[config.mk]
export PLATFORM = sky130hd
export DESIGN_NAME = contactor_drive_d
export DESIGN_NICKNAME = d
export VERILOG_FILES = /design/src/rtl/contactor_drive_d.sv
export SDC_FILE = /design/constraint.sdc
export NUM_CORES = 1
export LEC_CHECK = 0
export CORE_ASPECT_RATIO = 1.4
export CORE_MARGIN = 2
export CORE_UTILIZATION = 43
export DETAILED_ROUTE_END_ITERATION = 6
export HOLD_SLACK_MARGIN = 0.1
export PLACE_DENSITY = 0.58
export SYNTH_ARGS = -nofsm -noshare
export SYNTH_HDL_FRONTEND = slang
export SYNTH_SLANG_ARGS = --single-unit
[constraint.sdc]
create_clock -name i_clk -period 4.75 [get_ports i_clk]
set_input_delay 0.95 -clock i_clk [delete_from_list [all_inputs] [get_ports i_clk]]
set_output_delay 0.95 -clock i_clk [all_outputs]
set_load 0.02 [all_outputs]
[src/rtl/contactor_drive_d.sv]
// Contactor D coil drive: supervised close/open sequencing against debounced auxiliary feedback,
// with latched fail-to-close, fail-to-open and feedback-mismatch faults.
module contactor_drive_d #(
    parameter int DEBOUNCE_CYCLES = 16,
    parameter int CLOSE_TIMEOUT   = 1000,
    parameter int OPEN_TIMEOUT    = 1000,
    parameter int CNT_W           = 16
) (
    input  logic       i_clk,
    input  logic       i_rst,
    input  logic       i_close_req,
    input  logic       i_permit,
    input  logic       i_fb_raw,
    input  logic       i_fault_clr,
    output logic       o_coil,
    output logic       o_fb_closed,
    output logic [2:0] o_state,
    output logic       o_fault,
    output logic [1:0] o_fault_code
);

    typedef enum logic [2:0] {
        S_OPEN    = 3'd0,
        S_CLOSING = 3'd1,
        S_CLOSED  = 3'd2,
        S_OPENING = 3'd3,
        S_FAULT   = 3'd4
    } state_t;

    localparam logic [1:0] FC_NONE     = 2'b00;
    localparam logic [1:0] FC_CLOSE    = 2'b01;
    localparam logic [1:0] FC_OPEN     = 2'b10;
    localparam logic [1:0] FC_MISMATCH = 2'b11;

    localparam logic [CNT_W-1:0] DEB_LAST   = CNT_W'(DEBOUNCE_CYCLES - 1);
    localparam logic [CNT_W-1:0] CLOSE_LAST = CNT_W'(CLOSE_TIMEOUT - 1);
    localparam logic [CNT_W-1:0] OPEN_LAST  = CNT_W'(OPEN_TIMEOUT - 1);
    localparam logic [CNT_W-1:0] CNT_MAX    = '1;

    state_t           state;
    logic [CNT_W-1:0] timer;
    logic [1:0]       fault_code;
    logic             fb_meta_p0;
    logic             fb_sync_p1;
    logic [CNT_W-1:0] deb_cnt;
    logic             fb_deb;
    logic             run_ok;

    function automatic logic [CNT_W-1:0] sat_inc(input logic [CNT_W-1:0] v);
        sat_inc = (v == CNT_MAX) ? v : v + CNT_W'(1);
    endfunction

    // Stage p0/p1: two-flop synchroniser for the asynchronous auxiliary contact
    always_ff @(posedge i_clk) begin
        if (i_rst) begin
            fb_meta_p0 <= 1'b0;
            fb_sync_p1 <= 1'b0;
        end else begin
            fb_meta_p0 <= i_fb_raw;
            fb_sync_p1 <= fb_meta_p0;
        end
    end

    // Debounce: fb_deb follows fb_sync_p1 only after DEBOUNCE_CYCLES consecutive disagreeing cycles
    always_ff @(posedge i_clk) begin
        if (i_rst) begin
            deb_cnt <= '0;
            fb_deb  <= 1'b0;
        end else if (fb_sync_p1 == fb_deb) begin
            deb_cnt <= '0;
        end else if (deb_cnt == DEB_LAST) begin
            deb_cnt <= '0;
            fb_deb  <= fb_sync_p1;
        end else begin
            deb_cnt <= deb_cnt + CNT_W'(1);
        end
    end

    assign run_ok = i_close_req & i_permit;

    // Sequencer: the timer is zeroed on every transition so it always measures dwell in the current state
    always_ff @(posedge i_clk) begin
        if (i_rst) begin
            state      <= S_OPEN;
            timer      <= '0;
            fault_code <= FC_NONE;
        end else begin
            case (state)
                S_OPEN: begin
                    if (fb_deb) begin
                        state      <= S_FAULT;
                        timer      <= '0;
                        fault_code <= FC_MISMATCH;
                    end else if (run_ok) begin
                        state <= S_CLOSING;
                        timer <= '0;
                    end
                end
                S_CLOSING: begin
                    if (!run_ok) begin
                        state <= S_OPENING;
                        timer <= '0;
                    end else if (fb_deb) begin
                        state <= S_CLOSED;
                        timer <= '0;
                    end else if (timer == CLOSE_LAST) begin
                        state      <= S_FAULT;
                        timer      <= '0;
                        fault_code <= FC_CLOSE;
                    end else begin
                        timer <= sat_inc(timer);
                    end
                end
                S_CLOSED: begin
                    if (!run_ok) begin
                        state <= S_OPENING;
                        timer <= '0;
                    end else if (!fb_deb) begin
                        state      <= S_FAULT;
                        timer      <= '0;
                        fault_code <= FC_MISMATCH;
                    end
                end
                S_OPENING: begin
                    // Request and permit are deliberately ignored until the contact is proven open
                    if (!fb_deb) begin
                        state <= S_OPEN;
                        timer <= '0;
                    end else if (timer == OPEN_LAST) begin
                        state      <= S_FAULT;
                        timer      <= '0;
                        fault_code <= FC_OPEN;
                    end else begin
                        timer <= sat_inc(timer);
                    end
                end
                S_FAULT: begin
                    if (i_fault_clr && !fb_deb && !i_close_req) begin
                        state      <= S_OPEN;
                        timer      <= '0;
                        fault_code <= FC_NONE;
                    end
                end
                default: begin
                    state <= S_OPEN;
                    timer <= '0;
                end
            endcase
        end
    end

    assign o_coil       = (state == S_CLOSING) || (state == S_CLOSED);
    assign o_fault      = (state == S_FAULT);
    assign o_state      = state;
    assign o_fault_code = fault_code;
    assign o_fb_closed  = fb_deb;

endmodule

==> results of run 1 <==
worst max-delay path by stage:
| stage | start | to | cells after the start | slack (ns) |
|---|---|---|---|---|
| after floorplan | i_close_req | timer[7]$_SDFFE_PP0P_ | 5 | 2.55 |
| after global placement | i_close_req | timer[8]$_SDFFE_PP0P_ | 6 | 1.47 |
| after detailed placement | i_close_req | timer[8]$_SDFFE_PP0P_ | 6 | 1.40 |
| after CTS | i_close_req | timer[12]$_SDFFE_PP0P_ | 6 | 1.73 |
| after global routing | i_close_req | timer[12]$_SDFFE_PP0P_ | 6 | 1.38 |
| final | o_state[2]$_SDFFE_PP0P_ | o_fault | 3 | 1.77 |
power groups by stage:
stage / logic (mW) / clock network, mW / registers, mW
6_report: 0.0779 / 0.280 / 0.355
4_1_cts: 0.0781 / 0.291 / 0.355
3_3_place_gp: 0.0776 / 0 / 0.363
2_1_floorplan: 0.0547 / 0 / 0.360
3_5_place_dp: 0.0775 / 0 / 0.363
5_1_grt: 0.0858 / 0.301 / 0.357
state kept, by name (all words and copies together), names as in the netlist:
name and count:
timer 16, fb_sync_p1 1, o_fb_closed 1, deb_cnt 16, o_fault_code 2, fb_meta_p0 1, o_state 3
cell usage after synthesis (3+ instances only):
cell / instances
dfxtp_1: 40
a21oi_1: 12
nand3_1: 13
nand4_1: 12
nor3_1: 7
nor2_1: 38
a31oi_1: 4
or3_1: 5
clkbuf_1: 3
o21ai_0: 5
nor2b_1: 3
and3_1: 4
nor4_1: 7
xor2_1: 12
inv_1: 4
xnor2_1: 11
or4_1: 3
buf_2: 6
and4_1: 5
a211oi_1: 3
nand2_1: 14
layer usage:
layer  wire length, um  vias up
met5                 0        -
met4                76        0
met3                92        7
met2              2310       23
met1              2170      873
li1                  -      933
logic make-up (layout without fill, tap and decap cells):
family,Yosys count,count (layout),share of synthesized area (%)
compound gates,40,40,13.6
simple gates,128,128,34.0
flops,40,40,37.6
mux,2,2,0.941
xor+xnor,23,23,9.46
fa+ha+maj,2,2,1.18
buf+inv,14,25,3.17
layout make-up:
| class | instances | area [sq um] |
|---|---|---|
| Sequential cell | 40 | 801 |
| Tap cell | 64 | 80.1 |
| Multi-Input combinational cell | 195 | 1260 |
| Fill cell | 504 | 2410 |
| Clock inverter | 3 | 42.5 |
| Clock buffer | 5 | 68.8 |
| Inverter | 4 | 15.0 |
| Timing Repair Buffer | 13 | 130 |
critical path, cell delays in order, from the launching register on:
cell	delay (ns)
dfxtp_1	0.57
or3b_1	0.41
inv_1	0.14
clkdlybuf4s50_1	0.63
cells in the final DEF (no fill, tap or decap), drive strengths merged, types with 6 or more instances in the layout:
cell type and instances:
a21oi 12, dfxtp 40, o21ai 6, nand4 14, nand3 13, nor2 38
nand2 14, clkdlybuf4s50 13, nor4 8, xnor2 11, nor3 7, xor2 12
==> reports/results.env, run 1 <==
GRT_PASS1_VIAS=1698
RSZ0062_AT_GRT='false'
DETAIL_ROUTE.WL_PER_CELL_UM=14.4
POST-SYNTH-TOP-AREA-FRACTION_PCT=37.6
CLOCK.FMAX_GHz=0.335
RR_ENDPOINT='timer[12]$_SDFFE_PP0P_'
LAYOUT.CELLS.NON_FILLER=324
CLOCK_SINK_COUNT=40
MIN_FROM='fb_meta_p0$_SDFF_PP0_'
FINCLKSKEW_NS=0.0125
COREAREA_SQ_UM=4800
WORSTSETUPPATHTYPE='register to primary output'
POSTCTSRESIZEDCELLS=0
ASYNC_RESET_FF_SHARE_PCT=0
USE_MET1_PCT=22.7
SYN_AREA_SQ_UM=2130
NUM_ROWS=30
POST-DP-HPWL_UM=3280
YOSYSWARNINGS=0
PATH_CLK_SLEW_NS=0.08
SETUP.REG_TO_REG.WORST_SLACK_NS=2.22
FINAL-SETUP-VIOL-COUNT=0
RUN_STATUS='finished clean'
MAX_SLEW_MARGIN_PCT=40.8
SYNTH-SEQ-AREA-SHARE_PCT=37.6
GRT_USE_TOTAL_PCT=18.1
SHARE_OF_TOTAL_POWER_IN_SEQUENTIAL_CELLS_PCT=49.8
TIMING_WORST_SLEW_PIN_VALUE_NS=0.887
CRIT_ARRIVAL_NS=2.03
VIAS_PER_CELL=5.67
CTS_TREE='built'
NETS=267
SYN_INST=249
AREA.GROWTH.SYNTH_TO_FINAL_PCT=12.6
CLOCK_TREE.BUFFER_DEPTH=2
CTS_HOLD_BUF=0
TIMING.MAX_CAP.VIOLATIONS=0
IOS=14
REG2REG_FROM='o_fb_closed$_SDFFE_PP0P_'
FIN_CRIT_SH_PCT=62.8
WORST_HOLD_SLACK_ACROSS_ALL_ENDPOINTS_NS=0.458
SHARE_CLK_OF_TOTAL_POWER_PCT=39.3
P_PER_CELL_AREA_nW_PER_UM2=297
SW_FRAC_OF_TOTAL_PCT=25.6
IRDROPWORSTVDD_mV=0.131
MET2_GLOBAL_ROUTE_USAGE_PCT=30.2
PLACEMENT.SETUP.WORST_SLACK_NS=1.40
DIE_HEIGHT_UM=87.2
SYNTH_TOP_FLOP_CELL='dfxtp_1'
POSTCTSSETUPBUFFERS=0
CRITPATHREQUIREDTIME_NS=3.80
COMBINATIONALPOWERSHARE_PCT=10.9
GRT.BUSIEST_LAYER='met2'
POWER.INTERNAL_uW=530
CTS_INSERTED_BUFFERS=5
GRT-OVFL-TOTAL=0
DETAIL_ROUTE.ITER0.VIOLATIONS=84
REMAINING_DRC_ERRORS=0
BUFFER_PORTS.INSERTED=13
PLACE.GP.CONGESTION=0.800
HOLD_VIOL_FINAL=0
POSTLAYOUTCELLAREA_SQ_UM=2400
POST_ROUTE_CELLS_DRIVE_ABOVE_1_SHARE_PCT=6.92
DIE-WIDTH_UM=63.5
SETUP.WORST_PATH.END_CLASS='primary output'
POSTPLACECELLAREA_SQ_UM=2290
PERIOD_MINUS_SLACK_NS=2.98
WORSTPATHMAXFANOUT=12
SYNTH.AREA.TOP_CELLS='dfxtp_1, nor2_1, xor2_1, xnor2_1, nand4_1'
ANTENNA_CELLS_INSERTED=0
GRT_MAX_DEGREE=19
SYNTH_TOP_AREA_CELL='dfxtp_1'
GRT_ANTENNA_BEFORE_REPAIR=0
CTS_HTREE_LEVELS=2
SYNTH_NETS=257
YOSYS.CELL_TYPES.COUNT=48
START_UTIL_PCT=44.3
SYNTHESIS.AREA_PER_INSTANCE_SQ_UM=8.55
CLOCK_LATENCY_NS=0.30
POSTLAYOUTSETUPSLACKWORST_NS=1.77
DIEAREA_SQ_UM=5540
SETUP.WORST_PATH.START_CLASS='register'
GRT_PASS1_WL_UM=7930
NUMBER_OF_CELLS_ON_THE_WORST_HOLD_PATH=1
PLACED_CELLS_INCL_TAPS=316
YS_FF_LATCH=40
POWER.LEAKAGE_nW=0.748
POST-LAYOUT-TOTAL-POWER_uW=713
DRT-PASS1-ITER-COUNT=4
MIN_PATH_TYPE='register to register'
POSTROUTEWIRELENGTH_UM=4650
VIA_COUNT=1836
TNS_NS=0
ROUTE.ANTENNA.REMAINING_NETS=0
WORSTREGTOREGCELLS=5
CLOCK-ROOT-BUFFER='clkbuf_8'
EDFF_COUNT_SYNTH=0
WORST_HOLD_PATH.ENDPOINT='fb_sync_p1$_SDFF_PP0_'
FINAL_CORE_UTILIZATION_PCT=49.9
SLEW_VIOL_FINAL=0
POWER.NET_SWITCHING_uW=182
GR-USAGE-MET3_PCT=3.88
(Power assumes the default switching activity.)
==> run 2, diff against run 1 <==
- PLACE_DENSITY: 0.58 -> 0.6
- clock period: 4.75 -> 2.41 ns (I/O delays scaled with it)
==> reports/results.env, run 2 (synthesis results as in run 1) <==
PLACE.GP.CONGESTION=0.836
DETAIL_ROUTE.WL_PER_CELL_UM=14.3
NUM_ROWS=30
HOLD_VIOL_FINAL=0
MIN_PATH_TYPE='register to register'
AREA.GROWTH.SYNTH_TO_FINAL_PCT=18.4
FINCLKSKEW_NS=0.00845
GRT-OVFL-TOTAL=0
CLOCK-ROOT-BUFFER='clkbuf_8'
CTS_INSERTED_BUFFERS=5
MAX_SLEW_MARGIN_PCT=56.7
RSZ0062_AT_GRT='false'
SLOWEST_STAGE='clkdlybuf4s50_1'
FINAL_CORE_UTILIZATION_PCT=52.4
DETAIL_ROUTE.ITER0.VIOLATIONS=81
VIA_COUNT=1898
WORST_SETUP_PATH_STARTPOINT='o_fb_closed$_SDFFE_PP0P_'
SHARE_OF_TOTAL_POWER_IN_SEQUENTIAL_CELLS_PCT=47.9
WORST_HOLD_SLACK_ACROSS_ALL_ENDPOINTS_NS=0.435
CRIT_BUF_INV=1
CTS_TREE='built'
SW_FRAC_OF_TOTAL_PCT=25.5
WORSTREGTOREGCELLS=6
CRITICAL_PATH.CELL_CHAIN='clkdlybuf4s50_1'
DRT-PASS1-ITER-COUNT=4
SHARE_CLK_OF_TOTAL_POWER_PCT=38.5
POSTLAYOUTCELLAREA_SQ_UM=2520
CLOCK_TREE.BUFFER_DEPTH=2
DIEAREA_SQ_UM=5540
POWER.LEAKAGE_nW=0.844
POST-DP-HPWL_UM=3580
RR_ENDPOINT='o_state[2]$_SDFFE_PP0P_'
WORSTSETUPPATHTYPE='register to primary output'
SETUP.WORST_PATH.START_CLASS='register'
RUN_STATUS='finished clean'
CRIT_CELLS=1
GRT_PASS1_WL_UM=8110
REMAINING_DRC_ERRORS=0
MULTIINPUTGATEAREA_SQ_UM=1260
POST-LAYOUT-TOTAL-POWER_mW=1.43
CTS_HTREE_LEVELS=2
NETS=283
CRITICAL-PATH-TOP-DELAY-FAMILY='buffers and inverters'
BUFFER_PORTS.INSERTED=13
MOSTFREQUENTLAYOUTCELL='dfxtp_1'
TIMING_WORST_SLEW_PIN_VALUE_NS=0.641
COMBINATIONALPOWERSHARE_PCT=13.6
IOS=14
TNS_NS=0
GRT_ANTENNA_BEFORE_REPAIR=0
TIMING.MAX_CAP.VIOLATIONS=0
SEQUENTIAL_CELL_AREA_SQ_UM=801
POWER.NET_SWITCHING_uW=365
DIE_HEIGHT_UM=87.2
POSTCTSSETUPBUFFERS=0
GRT_PASS1_VIAS=1687
SETUP.WORST_PATH.END_CLASS='primary output'
LAYOUT_COMMON_CELLS='dfxtp_1, nor2_1, buf_4'
CLOCK.FMAX_GHz=0.461
ANTENNA_CELLS_INSERTED=0
SLEW_VIOL_FINAL=0
WORSTPATHMAXFANOUT=18
POSTROUTEWIRELENGTH_UM=4860
GRT_MAX_DEGREE=19
DIE-WIDTH_UM=63.5
POST_ROUTE_CELLS_DRIVE_ABOVE_1_SHARE_PCT=12.3
POSTPLACECELLAREA_SQ_UM=2410
FILLCELLCOUNT=487
CRIT_ARRIVAL_NS=1.69
GRT_USE_TOTAL_PCT=18.8
CLOCK_LATENCY_NS=0.30
IRDROPWORSTVDD_mV=0.344
SETUP.REG_TO_REG.WORST_SLACK_NS=0.32
PATH_CLK_SLEW_NS=0.08
PERIOD_MINUS_SLACK_NS=2.17
REG2REG_FROM='timer[0]$_SDFFE_PP0P_'
ROUTE.ANTENNA.REMAINING_NETS=0
CRITICAL-PATH-MAX-STAGE-DELAY_NS=0.72
CRITPATHREQUIREDTIME_NS=1.93
CLOCK_SINK_COUNT=40
START_UTIL_PCT=44.3
WORST_SETUP_PATH_ENDPOINT='o_fb_closed'
P_PER_CELL_AREA_nW_PER_UM2=569
POWER.INTERNAL_mW=1.07
FINAL-SETUP-VIOL-COUNT=0
FIN_CRIT_SH_PCT=90.0
VIAS_PER_CELL=5.58
COREAREA_SQ_UM=4800
==> run 2: cell count changes in the layout (fill, tap and decap cells not counted), sizes merged <==
cell	delta
clkdlybuf4s50	-1
buf	+16
dlymetal6s2s	+1
==> run 2: metrics by stage <==
stage / cells / setup WS (ns)
finish: 340 / 0.242
global route: 340 / 0.0994
global placement: 332 / 0.107
detailed placement: 332 / 0.0762
CTS: 340 / 0.0291
floorplan: 249 / 0.558
==> run 2: power groups by stage <==
stage	Sequential [mW]	Clock [mW]	Combinational (mW)
4_1_cts	0.686	0.572	0.196
6_report	0.687	0.552	0.196
3_5_place_dp	0.702	0	0.195
2_1_floorplan	0.710	0	0.108
5_1_grt	0.689	0.596	0.215
3_3_place_gp	0.702	0	0.195
==> run 2: area by class of cell <==
class                   instances  area share [%]
multi-input cells             195            50.0
flip-flops and latches         40            31.8
inverters                       4           0.596
repair buffers                 29            10.0
clock inverters                 3            1.69
well taps                      64            3.18
clock buffers                   5            2.73
==> run 2: timing repair <==
| item | 4_1_cts | 5_1_grt |
|---|---|---|
| setup endpoints to repair | 0 | 1 |
| endpoints found under the hold margin | 0 | 0 |
| gates resized for setup | 0 | 1 |
| hold buffers | 0 | 0 |
==> run 2: worst min path at each step <==
| stage | from | end | slack (ns) | cells after the start |
|---|---|---|---|---|
| after floorplan | fb_meta_p0$_SDFF_PP0_ | fb_sync_p1$_SDFF_PP0_ | 0.41 | 1 |
| after global placement | fb_meta_p0$_SDFF_PP0_ | fb_sync_p1$_SDFF_PP0_ | 0.42 | 1 |
| after detailed placement | fb_meta_p0$_SDFF_PP0_ | fb_sync_p1$_SDFF_PP0_ | 0.42 | 1 |
| after CTS | fb_meta_p0$_SDFF_PP0_ | fb_sync_p1$_SDFF_PP0_ | 0.44 | 1 |
| after global routing | fb_meta_p0$_SDFF_PP0_ | fb_sync_p1$_SDFF_PP0_ | 0.48 | 1 |
| final | fb_meta_p0$_SDFF_PP0_ | fb_sync_p1$_SDFF_PP0_ | 0.44 | 1 |
==> run 2: metal layers <==
metal / track usage, % / vias up / share of wire [%] / routed length [um]
li1: - / 972 / - / -
met4: 7.71 / 0 / 2.1 / 102
met5: 0 / - / 0 / 0
met3: 3.88 / 9 / 2.5 / 122
met1: 21.9 / 890 / 44 / 2130
met2: 33.3 / 27 / 51 / 2500
==> edit 1: new RTL, config.mk and constraints of run 2 <==
Change the parameter `CNT_W` from 16 to 32.
--- a/src/rtl/contactor_drive_d.sv
+++ b/src/rtl/contactor_drive_d.sv
@@ -4,7 +4,7 @@
     parameter int DEBOUNCE_CYCLES = 16,
     parameter int CLOSE_TIMEOUT   = 1000,
     parameter int OPEN_TIMEOUT    = 1000,
-    parameter int CNT_W           = 16
+    parameter int CNT_W           = 32
 ) (
     input  logic       i_clk,
     input  logic       i_rst,
Behaviour: no difference found for any inputs over 10 cycles, from zero or initial values and one cycle with i_rst high; that may be too few to reach the edited logic, so the function may still have changed.
==> edit 1 against run 2 <==
Total power up 150%; worst setup slack worse by 100 ps; synthesized area up 74%; final cell count up 75%; sequential cell count up 32; largest cell class unchanged; global-route usage up 0.82 points; worst hold slack better by 2.2 ps; cell area up 76%; clock skew down 1.6 ps; wire length up 76%.
==> edit 1: results (changes against run 2) <==
| Metric | Value |
|---|---|
| Worst reg2reg startpoint | timer[1] |
| Leak pwr | 1.54 nW (+82%) |
| Largest cells by area after synthesis | dfxtp_1 39%, xor2_1 9.5%, nor2_1 8.2%, nand4_1 5.1%, xnor2_1 3.3% |
| H-tree levels | 3 (+1) |
| Initial antenna violation count | 0 (unchanged) |
| Fraction of layout cells with a size suffix above 1 | 13.7% (+1.4 points) |
| Vias per cell | 5.52 (-1.1%) |
| Final GP Congestion | 0.866 (+3.6%) |
| Ant. Diodes | 0 (unchanged) |
| Min-delay src | fb_meta_p0 |
| Seq/Total Area, Yosys | 38.9% (+1.3 points) |
| WL final | 8.53 mm (+76%) |
| Worst Hold Class | register to register |
| CTS Buf Count | 9 (+4) |
| DP HPWL | 6.16 mm (+72%) |
| Largest fanout on the critical path | 8 (-10) |
| Skew-Pair Late Insertion Delay | 340 ps (+40 ps) |
| Avg WL per Cell | 14.4 microns (+0.47%) |
| Total Routing Usage GR | 19.6% (+0.82 points) |
| Fin Clk Skew | 6.87 ps (-1.58 ps) |
| Fraction of registers with async set/reset | 0% (unchanged) |
| Distinct cells, synth | 51 (+6.3%) |
| Largest net degree at the start of global routing | 33 (+14) |
| Slowest cell on the critical path | clkdlybuf4s50_1 |
| Max stage delay on crit path | 640 ps (-80 ps) |
| Synth warn | 0 (unchanged) |
| CP Launch Point | o_state[1] |
| IO Port Bufs | 13 (unchanged) |
| Synthesized area per cell | 8.23 sq um (-3.7%) |
| Pin slew with the least headroom to its limit | 416 ps (-224 ps) |
| CTS max path bufs | 2 (unchanged) |
| Post-Place Cells | 579 (+74%) |
| # fillers | 801 (+64%) |
| Clock transition at the registers of the reported paths | 60 ps (-20 ps) |
| Top_reg_cell synth | dfxtp_1 |
| Synth top cells by count | 81 x nor2_1, 72 x dfxtp_1, 40 x xor2_1 |
| Outcome | finished clean |
| DRT iter0 DRCs | 144 (+78%) |
| Post-synthesis net count | 458 (+78%) |
| Global-route wire length before repair | 14.2 mm (+75%) |
| Clk root buf | clkbuf_16 |
| WP data arrival | 1790 ps (+100 ps) |
| Nets | 493 (+74%) |
| Number of global-route vias before repair | 3165 (+88%) |
| Worst VDD drop | 0.445 mV (+29%) |
| Initial DRT Pass Iterations | 4 (unchanged) |
[edit 1: cell types whose count changed after synthesis, sizes merged, moves of 9 or more]
cell,change
and3,+11
clkbuf,+9
dfxtp,+32
nand2,+19
nand3,+13
nand4,+18
nor2,+43
xor2,+28
[edit 1: critical path, delay by kind of cell (launching register included)]
family / cells / cell delay (ps)
XOR/XNOR: 1 / 140
buffers and inverters: 1 / 640
flip-flops: 1 / 510
AND/OR/NAND/NOR: 1 / 180
[edit 1: per-stage QoR]
| step | instance area (sq um) | power, mW | setup WS, ps |
|---|---|---|---|
| after floorplan | 3710 | 1.81 | 122 |
| after global routing | 4440 | 3.68 | 33.9 |
| after CTS | 4440 | 3.55 | 22.9 |
| after detailed placement | 4120 | 2.12 | -76.2 |
| after global placement | 4120 | 2.11 | -77.0 |
| final | 4440 | 3.54 | 137 |
[edit 1: cell type report]
type                       count  area (sq um)  share of cell area [%]
clock buffer                  12           256                    5.77
clock inverter                 3          65.1                    1.46
inverter                       8          30.0                   0.676
multi-input combinational    347          2120                    47.7
sequential                    72          1440                    32.5
tap                          105           131                    2.96
timing repair buffer          47           398                    8.96
[edit 1: timing repair]
| item | 4_1_cts | 5_1_grt |
|---|---|---|
| pin swaps | 0 | 2 |
| hold endpoints to repair | 0 | 0 |
| setup buffers | 0 | 0 |
| resized for setup | 1 | 1 |
| setup endpoints to repair | 1 | 3 |
[edit 1: kinds of logic after synthesis]
kind of cell | Yosys count | synth area share (%)
AOI/OAI and AO/OA | 36 | 6.49
xor gates and xnor gates | 54 | 12.8
adders and majority gates | 2 | 0.676
buffers and inverters | 31 | 4.16
DFF | 72 | 38.9
muxes | 2 | 0.574
and+or+nand+nor | 253 | 36.4
[edit 1: power by group]
part	switching [mW]	internal, mW	leakage [nW]
registers	0.0550	1.23	0.581
logic	0.456	0.349	0.796
clock network	0.490	0.955	0.159
[edit 1: worst paths after layout]
path         depth (start not counted)          to  slack (ps)
min                                  1  fb_sync_p1         440
max                                  3      o_coil         140
min reg2reg                          1  fb_sync_p1         440
max reg2reg                          7   timer[29]         140
[edit 1: routing by layer]
layer / up-vias / track usage (%) / share of wire (%)
met5: - / 0 / 0
met4: 0 / 10.2 / 3.2
met3: 23 / 4.03 / 2.7
met2: 42 / 34.2 / 51
met1: 1560 / 21.6 / 43
li1: 1655 / - / -
==> edit 2: new RTL, config.mk and constraints of run 2 <==
Made on the original files. Register the outputs `o_coil` and `o_fault`, cleared by the reset; this adds one clock of latency there. The other outputs are not delayed to match.
--- a/src/rtl/contactor_drive_d.sv
+++ b/src/rtl/contactor_drive_d.sv
@@ -149,8 +149,15 @@
         end
     end
 
-    assign o_coil       = (state == S_CLOSING) || (state == S_CLOSED);
-    assign o_fault      = (state == S_FAULT);
+    always_ff @(posedge i_clk) begin
+        if (i_rst) begin
+            o_coil  <= '0;
+            o_fault <= '0;
+        end else begin
+            o_coil  <= (state == S_CLOSING) || (state == S_CLOSED);
+            o_fault <= (state == S_FAULT);
+        end
+    end
     assign o_state      = state;
     assign o_fault_code = fault_code;
     assign o_fb_closed  = fb_deb;
Formal check against the unedited RTL: not equivalent (Yosys sat finds a counterexample within 4 cycles, from zero or initial values and one cycle with i_rst high).
==> edit 2 against run 2 <==
Critical endpoint is now timer[9]; via count is 1.9% lower; synthesized area is 0.59% higher; total power is 7.5% higher; register-to-register slack better by 30 ps; worst hold slack better by 10 ps; utilization is 1.1 points lower; highest routed layer unchanged; sequential cell count is 2 higher; sequential share of layout area is 2.3 points higher; worst setup slack better by 38 ps; cell area is 2.0% lower; wire length is 6.4% lower.
==> edit 2: results (changes against run 2) <==
| Metric | Value |
|---|---|
| Post-Synth XOR/XNOR Area | 7.36% (-2.1 points) |
| Post-Place Cells | 328 (-1.2%) |
| Final GP Congestion | 0.863 (+3.2%) |
| Synth Area in Adders | 1.17% (-0.0069 points) |
| DRT iter0 DRCs | 110 (+36%) |
| Share of synthesized area spent on multiplexers | 1.87% (+0.93 points) |
| Nets | 279 (-1.4%) |
| WP data arrival | 2360 ps (+670 ps) |
| WHS | 445 ps (+10.2 ps) |
| Synth top cells by count | 42 x dfxtp_1, 36 x nor2_1, 16 x nand2_1 |
| R2R cell count | 5 (-1) |
| Max stage delay on crit path | 580 ps (-140 ps) |
| Leak pwr | 0.801 nW (-5.1%) |
| Met2 GRT Util | 30.8% (-2.5 points) |
| Net Sw Power | 409 uW (+12%) |
| Compound-Gate Fraction of Synth Area | 14.4% (+0.86 points) |
| R2r endpoint | timer[13] |
| Seq/Total Area, Yosys | 39.3% (+1.7 points) |
| Worst VDD drop | 0.287 mV (-17%) |
| Post-placement cell area | 2360 sq um (-2.0%) |
| WL final | 4.55 mm (-6.4%) |
| Post-route insts no fill | 336 (-1.2%) |
| Outcome | finished clean |
| Total Routing Usage GR | 17.4% (-1.3 points) |
| Largest fanout on the critical path | 9 (-9) |
| Vias post-DR | 1861 (-1.9%) |
| Number of global-route vias before repair | 1706 (+1.1%) |
| Largest cells by area after synthesis | dfxtp_1 39%, nor2_1 6.3%, xnor2_1 3.7%, xor2_1 3.7%, nand3_1 3.5% |
| Fraction of layout cells with a size suffix above 1 | 10.3% (-2.0 points) |
| # fillers | 515 (+5.7%) |
| Distinct cells, synth | 50 (+4.2%) |
==> edit 2: cell count changes in the layout (fill, tap and decap cells not counted), sizes merged, moves of 4 or more <==
cell | run 2 | this run
and4 | 5 | 0
buf | 16 | 10
nand4 | 14 | 8
o21ai | 6 | 10
o31ai | 0 | 5
==> edit 2: power groups by stage <==
stage               Sequential, mW  Clock (mW)  Combinational (mW)
floorplan                    0.765           0               0.152
global placement             0.757           0               0.241
detailed placement           0.758           0               0.243
CTS                          0.741       0.575               0.245
global route                 0.745       0.602               0.269
finish                       0.741       0.556               0.245
==> edit 2: per-layer routing <==
metal | vias to the layer above | part of all wire (%) | wire length, microns
met1 | 862 | 44 | 2000
li1 | 958 | - | -
met5 | - | 0 | 0
met3 | 8 | 3.1 | 140
met4 | 0 | 1.6 | 74
met2 | 33 | 51 | 2330
==> edit 2: how the worst max path moves through the flow <==
stage | from | endpoint | slack (ps) | cells past startpoint
after floorplan | o_state[2] | timer[2] | 540 | 7
after global placement | i_close_req | timer[3] | 40 | 6
after detailed placement | i_close_req | timer[3] | 7 | 6
after CTS | i_close_req | timer[9] | 290 | 7
after global routing | i_close_req | timer[9] | 170 | 7
final | i_close_req | timer[9] | 280 | 7
==> edit 2: layout make-up <==
type                    count  area [sq um]  share of cell area [%]
multi-input cells         195          1220                    49.3
flip-flops and latches     42           841                    34.1
repair buffers             23           205                    8.31
well taps                  64          80.1                    3.24
clock buffers               6          72.6                    2.94
clock inverters             2          37.5                    1.52
inverters                   4          15.0                   0.608
==> edit 2: kinds of logic (layout without fill, tap and decap cells) <==
group	Yosys count	count (layout)
compound gates	44	44
xor+xnor	18	18
fa+ha+maj	2	2
buf+inv	15	35
flops	42	42
mux	4	4
simple gates	127	127
